### src/rtl/maze_pkg.sv
// Shared types and sizing for the maze solver: direction encoding and the
// default path-history depth derived from the maze dimension.
package maze_pkg;

  typedef enum logic [1:0] {
    UP    = 2'b00,
    RIGHT = 2'b01,
    LEFT  = 2'b10,
    DOWN  = 2'b11
  } dir_t;

  localparam int DIR_W      = 2;
  localparam int MAZE_DIM   = 16;
  // A simple path can visit every cell at most once.
  localparam int MAZE_DEPTH = MAZE_DIM * MAZE_DIM;

endpackage

### src/rtl/maze_path_deque_if.sv
// Request/response bundle between the maze-solver controller and its
// direction-history deque.
interface maze_path_deque_if
  import maze_pkg::*;
#(
  parameter int DEPTH = MAZE_DEPTH,
  parameter int DW    = DIR_W
);
  localparam int CW = $clog2(DEPTH + 1);

  logic          clr;
  logic          push;
  logic [DW-1:0] din;
  logic          pop_back;
  logic          pop_front;
  logic [DW-1:0] back_out;
  logic [DW-1:0] front_out;
  logic          is_empty;
  logic          is_full;
  logic [CW-1:0] count;
  logic          overflow;
  logic          underflow;

  modport master (
    output clr, push, din, pop_back, pop_front,
    input  back_out, front_out, is_empty, is_full, count, overflow, underflow
  );

  modport slave (
    input  clr, push, din, pop_back, pop_front,
    output back_out, front_out, is_empty, is_full, count, overflow, underflow
  );

endinterface

### src/rtl/maze_ptr_wrap.sv
// Modulo-DEPTH pointer that can step up or down by one; simultaneous
// inc and dec cancel. DEPTH need not be a power of two.
module maze_ptr_wrap #(
  parameter int DEPTH = 4,
  parameter int PW    = (DEPTH > 1) ? $clog2(DEPTH) : 1
) (
  input  logic          Clk,
  input  logic          Rst,
  input  logic          clr,
  input  logic          inc,
  input  logic          dec,
  output logic [PW-1:0] ptr
);

  logic [PW-1:0] ptr_reg;
  logic [PW-1:0] ptr_next;

  always_comb begin
    ptr_next = ptr_reg;
    if (inc && !dec)
      ptr_next = (ptr_reg == PW'(DEPTH - 1)) ? '0 : ptr_reg + PW'(1);
    else if (dec && !inc)
      ptr_next = (ptr_reg == '0) ? PW'(DEPTH - 1) : ptr_reg - PW'(1);
  end

  always_ff @(posedge Clk or posedge Rst) begin
    if (Rst)
      ptr_reg <= '0;
    else if (clr)
      ptr_reg <= '0;
    else
      ptr_reg <= ptr_next;
  end

  assign ptr = ptr_reg;

endmodule

### src/rtl/maze_path_deque.sv
// Circular direction-history deque: push/pop at the back for exploration and
// backtracking, pop at the front for path replay; both ends read combinationally.
module maze_path_deque
  import maze_pkg::*;
#(
  parameter int DEPTH = MAZE_DEPTH,
  parameter int DW    = DIR_W
) (
  input  logic              Clk,
  input  logic              Rst,
  maze_path_deque_if.slave  bus
);

  localparam int PW = (DEPTH > 1) ? $clog2(DEPTH) : 1;
  localparam int CW = $clog2(DEPTH + 1);

  logic [DW-1:0] mem [DEPTH];

  logic [CW-1:0] count_reg;
  logic [CW-1:0] count_next;
  logic [CW-1:0] cnt_after_pb;
  logic [CW-1:0] cnt_after_pf;
  logic          overflow_reg;
  logic          underflow_reg;
  logic          pb_ok, pf_ok, push_ok;
  logic          udf_evt, ovf_evt;
  logic [PW-1:0] tail_prev;
  logic [PW-1:0] waddr;

  // Index 0 is head (oldest entry), index 1 is tail (next free slot).
  logic [1:0]    ptr_inc;
  logic [1:0]    ptr_dec;
  logic [PW-1:0] ptr_q [2];

  // Ops resolve in the order pop_back, pop_front, push against a running count.
  always_comb begin
    pb_ok        = bus.pop_back && (count_reg != '0);
    cnt_after_pb = count_reg - CW'(pb_ok);
    pf_ok        = bus.pop_front && (cnt_after_pb != '0);
    cnt_after_pf = cnt_after_pb - CW'(pf_ok);
    push_ok      = bus.push && (cnt_after_pf != CW'(DEPTH));
    count_next   = cnt_after_pf + CW'(push_ok);
    udf_evt      = (bus.pop_back && !pb_ok) || (bus.pop_front && !pf_ok);
    ovf_evt      = bus.push && !push_ok;
  end

  assign ptr_inc = {push_ok, pf_ok};
  assign ptr_dec = {pb_ok, 1'b0};

  generate
    for (genvar gi = 0; gi < 2; gi++) begin : g_ptr
      maze_ptr_wrap #(.DEPTH(DEPTH), .PW(PW)) u_ptr (
        .Clk (Clk),
        .Rst (Rst),
        .clr (bus.clr),
        .inc (ptr_inc[gi]),
        .dec (ptr_dec[gi]),
        .ptr (ptr_q[gi])
      );
    end
  endgenerate

  assign tail_prev = (ptr_q[1] == '0) ? PW'(DEPTH - 1) : ptr_q[1] - PW'(1);
  // A push paired with pop_back overwrites the slot the pop just released.
  assign waddr     = pb_ok ? tail_prev : ptr_q[1];

  always_ff @(posedge Clk) begin
    if (push_ok && !bus.clr)
      mem[waddr] <= bus.din;
  end

  always_ff @(posedge Clk or posedge Rst) begin
    if (Rst) begin
      count_reg     <= '0;
      overflow_reg  <= 1'b0;
      underflow_reg <= 1'b0;
    end else if (bus.clr) begin
      count_reg     <= '0;
      overflow_reg  <= 1'b0;
      underflow_reg <= 1'b0;
    end else begin
      count_reg     <= count_next;
      overflow_reg  <= overflow_reg | ovf_evt;
      underflow_reg <= underflow_reg | udf_evt;
    end
  end

  assign bus.back_out  = (count_reg == '0) ? '0 : mem[tail_prev];
  assign bus.front_out = (count_reg == '0) ? '0 : mem[ptr_q[0]];
  assign bus.is_empty  = (count_reg == '0);
  assign bus.is_full   = (count_reg == CW'(DEPTH));
  assign bus.count     = count_reg;
  assign bus.overflow  = overflow_reg;
  assign bus.underflow = underflow_reg;

endmodule
### src/flat_wrapper.sv
// flat-port wrapper written by rule: the top's interface ports become plain ports
module maze_path_deque_flat import maze_pkg::*;
#(
  parameter int DEPTH = MAZE_DEPTH,
  parameter int DW    = DIR_W
)
  (Clk, Rst, bus_clr, bus_push, bus_din, bus_pop_back, bus_pop_front, bus_back_out, bus_front_out, bus_is_empty, bus_is_full, bus_count, bus_overflow, bus_underflow);
  maze_path_deque_if #(.DEPTH(DEPTH), .DW(DW)) bus_i ();
  input  logic Clk;
  input  logic Rst;
  input wire logic [$bits(bus_i.clr)-1:0] bus_clr;
  input wire logic [$bits(bus_i.push)-1:0] bus_push;
  input wire logic [$bits(bus_i.din)-1:0] bus_din;
  input wire logic [$bits(bus_i.pop_back)-1:0] bus_pop_back;
  input wire logic [$bits(bus_i.pop_front)-1:0] bus_pop_front;
  output wire logic [$bits(bus_i.back_out)-1:0] bus_back_out;
  output wire logic [$bits(bus_i.front_out)-1:0] bus_front_out;
  output wire logic [$bits(bus_i.is_empty)-1:0] bus_is_empty;
  output wire logic [$bits(bus_i.is_full)-1:0] bus_is_full;
  output wire logic [$bits(bus_i.count)-1:0] bus_count;
  output wire logic [$bits(bus_i.overflow)-1:0] bus_overflow;
  output wire logic [$bits(bus_i.underflow)-1:0] bus_underflow;
  assign bus_i.clr = bus_clr;
  assign bus_i.push = bus_push;
  assign bus_i.din = bus_din;
  assign bus_i.pop_back = bus_pop_back;
  assign bus_i.pop_front = bus_pop_front;
  assign bus_back_out = bus_i.back_out;
  assign bus_front_out = bus_i.front_out;
  assign bus_is_empty = bus_i.is_empty;
  assign bus_is_full = bus_i.is_full;
  assign bus_count = bus_i.count;
  assign bus_overflow = bus_i.overflow;
  assign bus_underflow = bus_i.underflow;
  maze_path_deque #(.DEPTH(DEPTH), .DW(DW)) u_core (.Clk(Clk), .Rst(Rst), .bus(bus_i));
endmodule
### config.mk
export PLATFORM = sky130hd
export DESIGN_NAME = maze_path_deque_flat
export DESIGN_NICKNAME = d
export VERILOG_FILES = /design/src/rtl/maze_pkg.sv /design/src/rtl/maze_path_deque_if.sv /design/src/rtl/maze_ptr_wrap.sv /design/src/rtl/maze_path_deque.sv /design/src/flat_wrapper.sv
export SDC_FILE = /design/constraint.sdc
export NUM_CORES = 1
export LEC_CHECK = 0
export BUFFER_PORTS_ARGS = -buffer_cell sky130_fd_sc_hd__buf_2
export CELL_PAD_IN_SITES_DETAIL_PLACEMENT = 0
export CELL_PAD_IN_SITES_GLOBAL_PLACEMENT = 1
export CORE_MARGIN = 2
export CORE_UTILIZATION = 49
export DETAILED_ROUTE_END_ITERATION = 16
export PLACE_DENSITY = 0.8
export SLEW_MARGIN = 20
export SYNTH_ARGS = -nofsm -noshare
export SYNTH_HDL_FRONTEND = slang
export SYNTH_HIERARCHICAL = 1
export SYNTH_SLANG_ARGS = --single-unit
export TNS_END_PERCENT = 30
### constraint.sdc
create_clock -name Clk -period 5.5 [get_ports Clk]
set_clock_uncertainty 0.15 [all_clocks]
set_input_delay 0.55 -clock Clk [delete_from_list [all_inputs] [get_ports Clk]]
set_output_delay 0.55 -clock Clk [all_outputs]
set_load 0.005 [all_outputs]
Word-level counts from Yosys, hierarchy flattened
Memories as Yosys holds them, arrays and structs flattened.
Cells that the tools add are included.
{ "word_totals": {"register_bits": 27, "inputBits": 8, "wordCells": 54, "mem_bits_rw": 512, "n_memories": 1, "out_inout_bits": 17} }
{ "memory_table": {"columns": ["name", "words", "word_bits", "rd", "rd_clocked_by_memory_dff", "write_ports", "line", "text"], "rows": [
  ["u_core.mem", 256, 2, 2, 0, 1, "maze_path_deque.sv:17", "logic [DW-1:0] mem [DEPTH];"]
]} }
{ "classes": {"reduce_logical": 20, "mux": 16, "bitwise": 2, "addsub": 6, "n_eq_ne": 4} }
{ "op_table": {"columns": ["operator", "count"], "rows": [
  ["$mux W8", 9],
  ["$reduce_bool A9 Y1", 2],
  ["$sub A9 B1 Y9", 2],
  ["$add A8 B1 Y8 const B", 2],
  ["$eq A8 B8 Y1 const B", 2],
  ["$add A9 B1 Y9", 1],
  ["$eq A9 B9 Y1 const B", 1],
  ["$logic_and A1 B1 Y1", 9],
  ["$logic_not A9 Y1", 1],
  ["$mux W9", 1],
  ["$ne A9 B9 Y1 const B", 1],
  ["$logic_not A8 Y1", 1],
  ["$sub A8 B1 Y8 const B", 1],
  ["$logic_not A1 Y1", 4],
  ["$mux W1", 4],
  ["$mux W2", 2],
  ["$reduce_bool A3 Y1", 1],
  ["$or A1 B1 Y1", 2],
  ["$reduce_bool A2 Y1", 1],
  ["$logic_or A1 B1 Y1", 1]
]} }

Logic depth before layout (Yosys ltp)
Gate-level depths: netlist of the first run.
{ "depth": {"depth_word": 13, "ltp_mapped": 29} }

Hierarchy
Netlist of the first run, hierarchy kept.
{ "modules_own_cells": {"columns": ["module", "instances", "area_each_um2", "cells_each"], "rows": [
  ["maze_path_deque", 1, 27330.0, 1943],
  ["maze_ptr_wrap", 2, 762.0, 91]
]} }

Worst setup path after synthesis of the first run
No wires, ideal clock.
{ "synth_timing": {"kind": "reg-to-reg", "startpoint": "reg u_core.count_reg[5], in the netlist u_core/bus.count[5]", "endpoint": "reg u_core.count_reg[7], in the netlist u_core/bus.count[7]", "synth_period_minus_slack_ps": 6092, "path_buffers": 2, "path_stages_with_launch": 28, "slack_ps": -592, "arrival_time_ps": 5810, "setup_ps": 132, "cell_sequence": "dfrtp_1 -> clkbuf_1 -> or3_1 -> nor4_4 -> nand2b_1 -> inv_2 -> ha_1 -> ha_1 -> clkbuf_1 -> and3b_1 -> o21ai_0 -> a21o_1 -> a211oi_1 -> nor2b_1 -> ha_1 -> ha_1 -> nor2b_1 -> a22oi_1 -> o32ai_1 -> xor2_1 -> nor2_1 -> o2111ai_2 -> o21a_1 -> ha_1 -> nand3_1 -> a2111oi_0 -> xnor2_1 -> nor2_1"} }
{ "synth_via": {"elab_chain_len": 10} }
{ "synth_lines": {"columns": ["item", "line", "text"], "rows": [
  ["start: declaration", "maze_path_deque.sv:19", "logic [CW-1:0] count_reg;"],
  ["start signal: assignment", "maze_path_deque.sv:82", "count_reg <= count_next;"],
  ["$reduce_bool A9 Y1", "maze_path_deque.sv:37", "pb_ok = bus.pop_back && (count_reg != '0);"],
  ["$logic_and A1 B1 Y1", "maze_path_deque.sv:37", null],
  ["net u_core.pb_ok", "maze_path_deque.sv:25", "logic pb_ok, pf_ok, push_ok;"],
  ["$sub A9 B1 Y9", "maze_path_deque.sv:38", "cnt_after_pb = count_reg - CW'(pb_ok);"],
  ["$reduce_bool A9 Y1", "maze_path_deque.sv:39", "pf_ok = bus.pop_front && (cnt_after_pb != '0);"],
  ["$logic_and A1 B1 Y1", "maze_path_deque.sv:39", null],
  ["net u_core.pf_ok", "maze_path_deque.sv:25", null],
  ["$sub A9 B1 Y9", "maze_path_deque.sv:40", "cnt_after_pf = cnt_after_pb - CW'(pf_ok);"],
  ["$ne A9 B9 Y1", "maze_path_deque.sv:41", "push_ok = bus.push && (cnt_after_pf != CW'(DEPTH));"],
  ["$logic_and A1 B1 Y1", "maze_path_deque.sv:41", null],
  ["net u_core.push_ok", "maze_path_deque.sv:25", null],
  ["$add A9 B1 Y9", "maze_path_deque.sv:42", "count_next = cnt_after_pf + CW'(push_ok);"],
  ["$mux W9", "maze_path_deque.sv:77", "end else if (bus.clr) begin"]
]} }
The timed path passes the listed nets, and every way through them passes these cells.
A chain may end at the register's enable or synchronous reset.

Worst setup path after layout of the first run
{ "layout_timing": {"startpoint": "reg u_core.g_ptr[1].u_ptr.ptr_reg[0]", "endpoint": "out bus_back_out[0]"} }
{ "layout_via": {"elab_chain_len": 4} }
{ "layout_lines": {"columns": ["item", "line", "text"], "rows": [
  ["start: declaration", "maze_ptr_wrap.sv:15", "logic [PW-1:0] ptr_reg;"],
  ["start signal: assignment", "maze_ptr_wrap.sv:32", "ptr_reg <= ptr_next;"],
  ["$sub A8 B1 Y8 / $logic_not A8 Y1 (equally long branches)", "maze_path_deque.sv:63", "assign tail_prev = (ptr_q[1] == '0) ? PW'(DEPTH - 1) : ptr_q[1] - PW'(1);"],
  ["$mux W8 *", "maze_path_deque.sv:63", null],
  ["$mem_v2 Z256 W2 *", null, null],
  ["$mux W2 *", "maze_path_deque.sv:88", "assign bus.back_out = (count_reg == '0) ? '0 : mem[tail_prev];"],
  ["end: declaration", "flat_wrapper.sv:16", "output wire logic [$bits(bus_i.back_out)-1:0] bus_back_out;"]
]} }
Mark *: on every way between the ends. The rest lies on a longest branch, timed or not.

==> flow_metrics.env, run 1 <==
export IMPL_root_buffer="clkbuf_16"
export IMPL_dieWidth_um=246.7
export IMPL_yosysMostFrequentCell="edfxtp_1"
export IMPL_ir_drop_mv=0.4337
export IMPL_use_met2=0.4665
export IMPL_ys_seq_area_frac=0.5563
export IMPL_syn_area_um2=28850
export IMPL_drtAntennaViolNets=0
export IMPL_drt_iter0_drc=2878
export IMPL_dieArea_um2=60840
export IMPL_hold_class="input port to flip-flop"
export IMPL_p_sw_mw=10.00
export IMPL_top_usage_layer="met2"
export IMPL_largest_reg_flops=512
export IMPL_clockPowerShare=0.183
export IMPL_syn_to_final_growth_pct=12.67
export IMPL_crit_type="flip-flop to output pin"
export IMPL_synth_top_cells_by_count="512 x edfxtp_1, 321 x nor2_1, 210 x mux4_2, 185 x nand2_1, 70 x clkbuf_1"
export IMPL_vias=20540
export IMPL_synth_async_reset_ratio=0.05009
export IMPL_synth_edff_count=512
export IMPL_fin_crit_sh=0.9771
export IMPL_clockBufferDepth=3
export IMPL_period_needed_ns=5.374
export IMPL_htreeDepth=2
export IMPL_max_slew_margin=0.2599
export IMPL_cp_required_ns=4.80
export IMPL_row_count=88
export IMPL_synth_seq_cells=539
export IMPL_drive_gt1_frac=0.2428
export IMPL_post_dp_hpwl_mm=60.26
export IMPL_startpoint_type="flip-flop"
export IMPL_grt_util_met1=0.4029
export IMPL_path_clk_slew_ns=0.06
export IMPL_viasPerCell=6.907
export IMPL_p_seq_frac=0.229
export IMPL_yosysTopAreaCell="edfxtp_1"
export IMPL_ioPinCount=25
export IMPL_drtPass1Iterations=6
export IMPL_critical_path_arrival_ns=4.67
export IMPL_die_height_um=246.7
export IMPL_port_buffers=24
export IMPL_hold_viol_final=0
export IMPL_grt_pass1_wl_mm=133.5
export IMPL_insertion_delay_ns=0.62
export IMPL_power_frac_comb=0.588
export IMPL_fin_nets=2181
export IMPL_critPathCaptureType="output pin"
export IMPL_internal_power_mw=11.64
export IMPL_setup_viol=0
export IMPL_grt_pass1_vias=20450
export IMPL_max_freq_mhz=186.1
export IMPL_critPathMaxFanout=27
export IMPL_finalPower_mw=21.64
export IMPL_routabilityCongestion=0.9477
export IMPL_worst_pin_slew_ns=1.103
export IMPL_avgSynthCellArea_um2=13.58
export IMPL_synth_main_ff_cell="edfxtp_1"
export IMPL_synth_warnings=6
export IMPL_p_leak_nw=10.17
export IMPL_grt_use_met3=0.08465
export IMPL_power_density_nw_per_um2=665.7
export IMPL_synth_cells=2125
export IMPL_wirelength_mm=90.14
export IMPL_clkSinkCount=539
export IMPL_synth_area_leaders="edfxtp_1 53%, mux4_2 16%, nor2_1 4.2%, nand2_1 2.4%, dfrtp_1 2.3%"
export IMPL_cts_tree="yes"
export IMPL_switching_share=0.4621
export IMPL_max_cap_violations=0
export IMPL_antenna_found_initial=2
export IMPL_status="complete, no violations"
export IMPL_yosysUniqueCellTypes=95
export IMPL_synth_top_cell_area_share=0.5328
export IMPL_grt_overflow_total=0
export IMPL_grt_max_degree=158
export IMPL_rsz0062_at_grt="no"
export IMPL_initial_core_util=0.4982
export IMPL_setup_tns_ns=0
export IMPL_drcViolationCount=0
export IMPL_wl_per_cell_um=30.31
export IMPL_drv_slew=0
export IMPL_core_um2=57920
export IMPL_grt_usage=0.2999
export IMPL_cts_buffers_inserted=57
-- worst paths after layout --
check	startpoint	end	slack, ns	cells after the start
setup / recovery	u_core/g_ptr[1].u_ptr/ptr[0]	bus_back_out[0]	0.13	13
hold / removal	bus_pop_front	u_core/bus.underflow	0.13	3
setup reg to reg	u_core/bus.count[1]	u_core/mem[142][1]	0.31	23
hold reg to reg	u_core/bus.overflow	u_core/bus.overflow	0.40	1
max in group asynchronous	Rst	u_core/bus.count[2]	4.55	3
min in group asynchronous	Rst	u_core/g_ptr[1].u_ptr/ptr[1]	0.33	3
-- power groups by stage --
| stage | combinational, mW | clock (mW) | sequential [mW] |
|---|---|---|---|
| floorplan | 7.35 | 0 | 4.80 |
| global placement | 12.0 | 0 | 5.01 |
| detailed placement | 12.0 | 0 | 5.02 |
| CTS | 12.2 | 3.99 | 4.93 |
| global route | 13.2 | 4.15 | 4.96 |
| finish | 12.7 | 3.96 | 4.95 |
-- cell type report --
cell class                      count  area (µm²)
Timing Repair Buffer              131        1181
Clock inverter                     41       435.4
Tap cell                          765       957.2
Fill cell                        4610       25410
Clock buffer                       67        1485
Antenna cell                        1       2.502
Multi-Input combinational cell   1399       12260
Inverter                           31       122.6
Sequential cell                   539       16060
-- what timing repair did --
action | CTS | global route
setup endpoints to repair | 2 | 527
hold buffers | 1 | 0
gates resized for setup | 9 | 17
setup buffers | 0 | 6
pin swaps | 0 | 5
hold endpoints to repair | 27 | 0
cloned | 1 | 0
-- critical path, stage by stage, from the launching register on --
cell	delay, ns
dfrtp_4	0.50
clkinvlp_4	0.23
ha_4	0.19
or3b_4	0.50
o21ai_4	0.20
buf_4	0.29
buf_16	0.27
mux4_2	0.58
o2111ai_1	0.13
o21ai_0	0.10
or3_1	0.35
a32oi_1	0.28
o2bb2ai_1	0.21
buf_2	0.18
-- placed cells by master (no fill, tap or decap), types with 9 or more instances in the layout --
cell type  instances
buf_4             87
o211ai_1          30
and2_1            15
a211oi_1          23
a31oi_1           13
mux4_2           210
a21oi_1           52
nor3_1            13
nand2b_1          10
o2111ai_1         14
a22oi_1           13
o21ai_0           31
nand2_1          183
nand3_1           60
xnor2_1           20
inv_1             28
a221o_1           11
buf_2             22
clkbuf_16         58
clkbuf_1           9
clkinv_1          12
clkinv_2          12
o22ai_1           21
buf_12            15
edfxtp_1         512
dfrtp_1           22
a2111oi_0         13
nor2b_1           15
mux2_2            15
a21o_1             9
a221oi_1          12
mux2i_1           58
o21ai_1           17
nor2_1           319
-- metal layers --
| metal | share of wire | vias to the layer above |
|---|---|---|
| li1 | - | 8499 |
| met1 | 0.37 | 10380 |
| met2 | 0.46 | 1406 |
| met3 | 0.13 | 250 |
| met4 | 0.042 | 2 |
| met5 | 0.00014 | - |
-- logic make-up (layout without fill, tap and decap cells) --
logic type      after synthesis  in the layout  share of synthesized area
compound gates              358            358                    0.09236
simple gates                697            697                     0.1093
fa+ha+maj                    14             14                   0.006071
buf+inv                     192            270                    0.03044
xor+xnor                     35             35                    0.01062
other cells                   1              7                  0.0001300
mux                         289            289                     0.1948
flops                       539            539                     0.5563
-- through the flow --
stage	area, µm²	util	hold slack (ns)	setup WS [ns]	instances
global placement	30360	0.5243	0.3597	0.2797	2857
floorplan	28960	-	0.2157	0.002628	2130
finish	32510	0.5613	0.1292	0.1258	2974
global route	32510	0.5613	0.1538	0.0005920	2973
CTS	32350	0.5587	0.08386	0.007928	2967
detailed placement	30360	0.5243	0.3789	0.1725	2857
Power figures use the tool's default switching activity.
==> run 2: changes to the inputs <==
--- a/config.mk
+++ b/config.mk
@@ -9,12 +9,11 @@
 export CELL_PAD_IN_SITES_DETAIL_PLACEMENT = 0
 export CELL_PAD_IN_SITES_GLOBAL_PLACEMENT = 1
 export CORE_MARGIN = 2
-export CORE_UTILIZATION = 49
+export CORE_UTILIZATION = 53
 export DETAILED_ROUTE_END_ITERATION = 16
-export PLACE_DENSITY = 0.8
+export PLACE_DENSITY = 0.82
 export SLEW_MARGIN = 20
 export SYNTH_ARGS = -nofsm -noshare
 export SYNTH_HDL_FRONTEND = slang
-export SYNTH_HIERARCHICAL = 1
 export SYNTH_SLANG_ARGS = --single-unit
 export TNS_END_PERCENT = 30
==> constraint.sdc (replaced) <==
create_clock -name Clk -period 6.5 [get_ports Clk]
set_clock_uncertainty 0.15 [all_clocks]
set_input_delay 0.65 -clock Clk [delete_from_list [all_inputs] [get_ports Clk]]
set_output_delay 0.65 -clock Clk [all_outputs]
set_load 0.005 [all_outputs]
==> run 2 against run 1 <==
The run now ends with hold timing left. Power decreased by 27%. Area after synthesis down 3.5%. Via count decreased by 8.7%. Clock power down 15%. Die area fell by 11%. Largest power group unchanged.
==> flow_metrics.env, run 2 <==
export IMPL_drcViolationCount=0
export IMPL_clkSinkCount=539
export IMPL_insertion_delay_ns=0.62
export IMPL_grt_usage=0.3057
export IMPL_wl_met2_mm=36.92
export IMPL_post_dp_hpwl_mm=50.29
export IMPL_cts_tree="yes"
export IMPL_initial_core_util=0.5394
export IMPL_cp_required_ns=6.66
export IMPL_ir_drop_mv=0.5180
export IMPL_dieWidth_um=233.2
export IMPL_grt_max_degree=257
export IMPL_yosysTopAreaCell="edfxtp_1"
export IMPL_core_um2=51610
export IMPL_ys_seq_area_frac=0.5765
export IMPL_max_freq_mhz=160.2
export IMPL_holdWs_ns=-0.04492
export IMPL_dieArea_um2=54380
export IMPL_syn_area_um2=27840
export IMPL_clockBufferDepth=3
export IMPL_status="complete, but fails checks"
export IMPL_worst_pin_slew_ns=1.207
export IMPL_crit_type="flip-flop to flip-flop"
export IMPL_synth_main_ff_cell="edfxtp_1"
export IMPL_drt_iter0_drc=2886
export IMPL_period_needed_ns=6.242
export IMPL_synth_seq_cells=539
export IMPL_synthesis_nets=1929
export IMPL_hold_viol_final=27
export IMPL_critPathCaptureType="flip-flop"
export IMPL_synth_top_cell_area_share=0.5522
export IMPL_power_density_nw_per_um2=512.9
export IMPL_wirelength_mm=81.33
export IMPL_critical_path_arrival_ns=6.40
export IMPL_wl_met3_mm=10.17
export IMPL_synth_top_cells_by_count="512 x edfxtp_1, 317 x nor2_1, 246 x mux4_2, 137 x nand2_1, 88 x clkbuf_1"
export IMPL_drive_gt1_frac=0.2476
export IMPL_row_count=83
export IMPL_grt_overflow_total=0
export IMPL_path_clk_slew_ns=0.06
export IMPL_ioPinCount=25
export IMPL_p_leak_nw=9.413
export IMPL_fin_nets=1911
export IMPL_critPathMaxFanout=16
export IMPL_yosysUniqueCellTypes=83
export IMPL_drtAntennaViolNets=0
export IMPL_htreeDepth=2
export IMPL_fin_crit_sh=0.9604
export IMPL_post_dp_cell_area_um2=28660
export IMPL_final_cell_mix="512 x edfxtp_1, 316 x nor2_1, 246 x mux4_2"
export IMPL_fill_cells=3780
export IMPL_cts_buffers_inserted=55
export IMPL_avgSynthCellArea_um2=14.57
export IMPL_r2r_start="u_core.bus.count[4]"
export IMPL_cp_startpoint="u_core.bus.count[4]"
export IMPL_drtPass1Iterations=6
export IMPL_synth_cells=1911
export IMPL_yosysMostFrequentCell="edfxtp_1"
export IMPL_layout_commonest_cell="edfxtp_1"
export IMPL_rsz0062_at_grt="yes"
export IMPL_startpoint_type="flip-flop"
export IMPL_synth_edff_count=512
export IMPL_wl_per_cell_um=31.04
export IMPL_root_buffer="clkbuf_16"
export IMPL_hold_class="input port to async pin"
export IMPL_failed_checks="hold timing"
export IMPL_grt_pass1_wl_mm=120.7
export IMPL_synth_area_leaders="edfxtp_1 55%, mux4_2 20%, nor2_1 4.3%, dfrtp_1 2.4%, nand2_1 1.8%"
export IMPL_wl_met1_mm=29.60
export IMPL_setup_viol=0
export IMPL_synth_async_reset_ratio=0.05009
export IMPL_viasPerCell=7.155
export IMPL_vias=18750
export IMPL_syn_to_final_growth_pct=10.23
export IMPL_antenna_found_initial=0
export IMPL_synth_warnings=0
export IMPL_grt_pass1_vias=18710
export IMPL_die_height_um=233.2
export IMPL_largest_reg_flops=512
export IMPL_max_slew_margin=0.1901
export IMPL_final_cell_area_um2=30690
export IMPL_top_layer_used="met4"
export IMPL_routabilityCongestion=0.9143
export IMPL_max_cap_violations=0
export IMPL_port_buffers=24
export IMPL_drv_slew=0
export IMPL_finalPower_mw=15.74
## run 2: cell count changes after synthesis, moves of 16 or more
cell,before,now
buf_2,60,44
clkbuf_1,70,88
inv_1,30,12
mux2i_1,59,41
mux4_2,210,246
nand2_1,185,137
o211ai_1,30,13
## run 2: what timing repair did
item                                    in CTS  in global routing
pin swaps                                    0                  2
gates resized for setup                      1                 16
hold buffers                                 0                  0
endpoints found under the setup margin       2                518
setup buffers                                0                  2
## run 2: kinds of logic (layout without fill, tap and decap cells)
group,count (synthesis),count (layout),synth area share
AOI/OAI and AO/OA,246,246,0.06022
xor gates and xnor gates,21,21,0.006607
adders and majority gates,10,10,0.004494
buffers and inverters,176,204,0.02912
DFF,539,539,0.5765
muxes,301,301,0.2232
other,0,1,0
and+or+nand+nor,618,618,0.09986
## run 2: through the flow
step                std cells  TNS (ns)  hold slack (ns)  worst slack [ns]  utilization
floorplan                1911         0           0.3359            0.5320            -
global placement         2513         0           0.3318            0.1965       0.5552
detailed placement       2513  -0.04135           0.3552          -0.02068       0.5552
CTS                      2616    -1.119           0.1399          -0.04310       0.5926
global route             2619    -13.56         0.006980           -0.1758       0.5946
finish                   2620         0         -0.04492            0.2577       0.5946
## run 2: path summary, 6_finish.rpt
check	to	slack [ns]	cells past startpoint
max in group asynchronous	u_core.g_ptr[0].u_ptr.ptr[1]	5.78	2
worst max-delay path	u_core.mem[248][0]	0.26	23
min in group Clk	u_core.bus.underflow	0.15	3
worst min-delay path	u_core.g_ptr[0].u_ptr.ptr[7]	-0.04	2
worst min register to register	u_core.bus.underflow	0.36	2
worst max register to register	u_core.mem[248][0]	0.26	23
## run 2: layout make-up
cell class	instances	area [µm²]	share of cell area
Antenna cell	1	2.502	0.00008154
Clock buffer	69	1513	0.04929
Clock inverter	34	415.4	0.01354
Inverter	15	56.30	0.001835
Multi-Input combinational cell	1196	11100	0.3616
Sequential cell	539	16060	0.5234
Tap cell	680	850.8	0.02772
Timing Repair Buffer	86	693.2	0.02259
## run 2: metal layers
layer,vias up,track usage
li1,7579,-
met3,303,0.07715
met1,9412,0.4141
met2,1452,0.4615
met4,0,0.1574
met5,-,0
## run 2: worst max-delay path, cell delays in order, from the launching register on
cell and delay, ns:
dfrtp_1 0.43, or4_1 0.63, nor2_1 0.17, nand2_1 0.15, nand2_1 0.15, inv_2 0.05
ha_1 0.22, ha_1 0.31, and3b_1 0.24, a21o_1 0.17, nand4_1 0.11, nand2_1 0.19
inv_2 0.18, ha_1 0.19, nand2_1 0.11, nor3_2 0.16, a32oi_1 0.18, xnor2_1 0.32
a211oi_1 0.10, and4_1 0.22, buf_4 0.19, nor4_4 0.45, nand2_1 0.48, nor2_1 0.38
## run 2: where the power goes
group | internal [mW] | switching, mW | total (mW)
logic | 2.87 | 5.40 | 8.27
clock network | 2.01 | 1.36 | 3.37
registers | 3.88 | 0.222 | 4.10
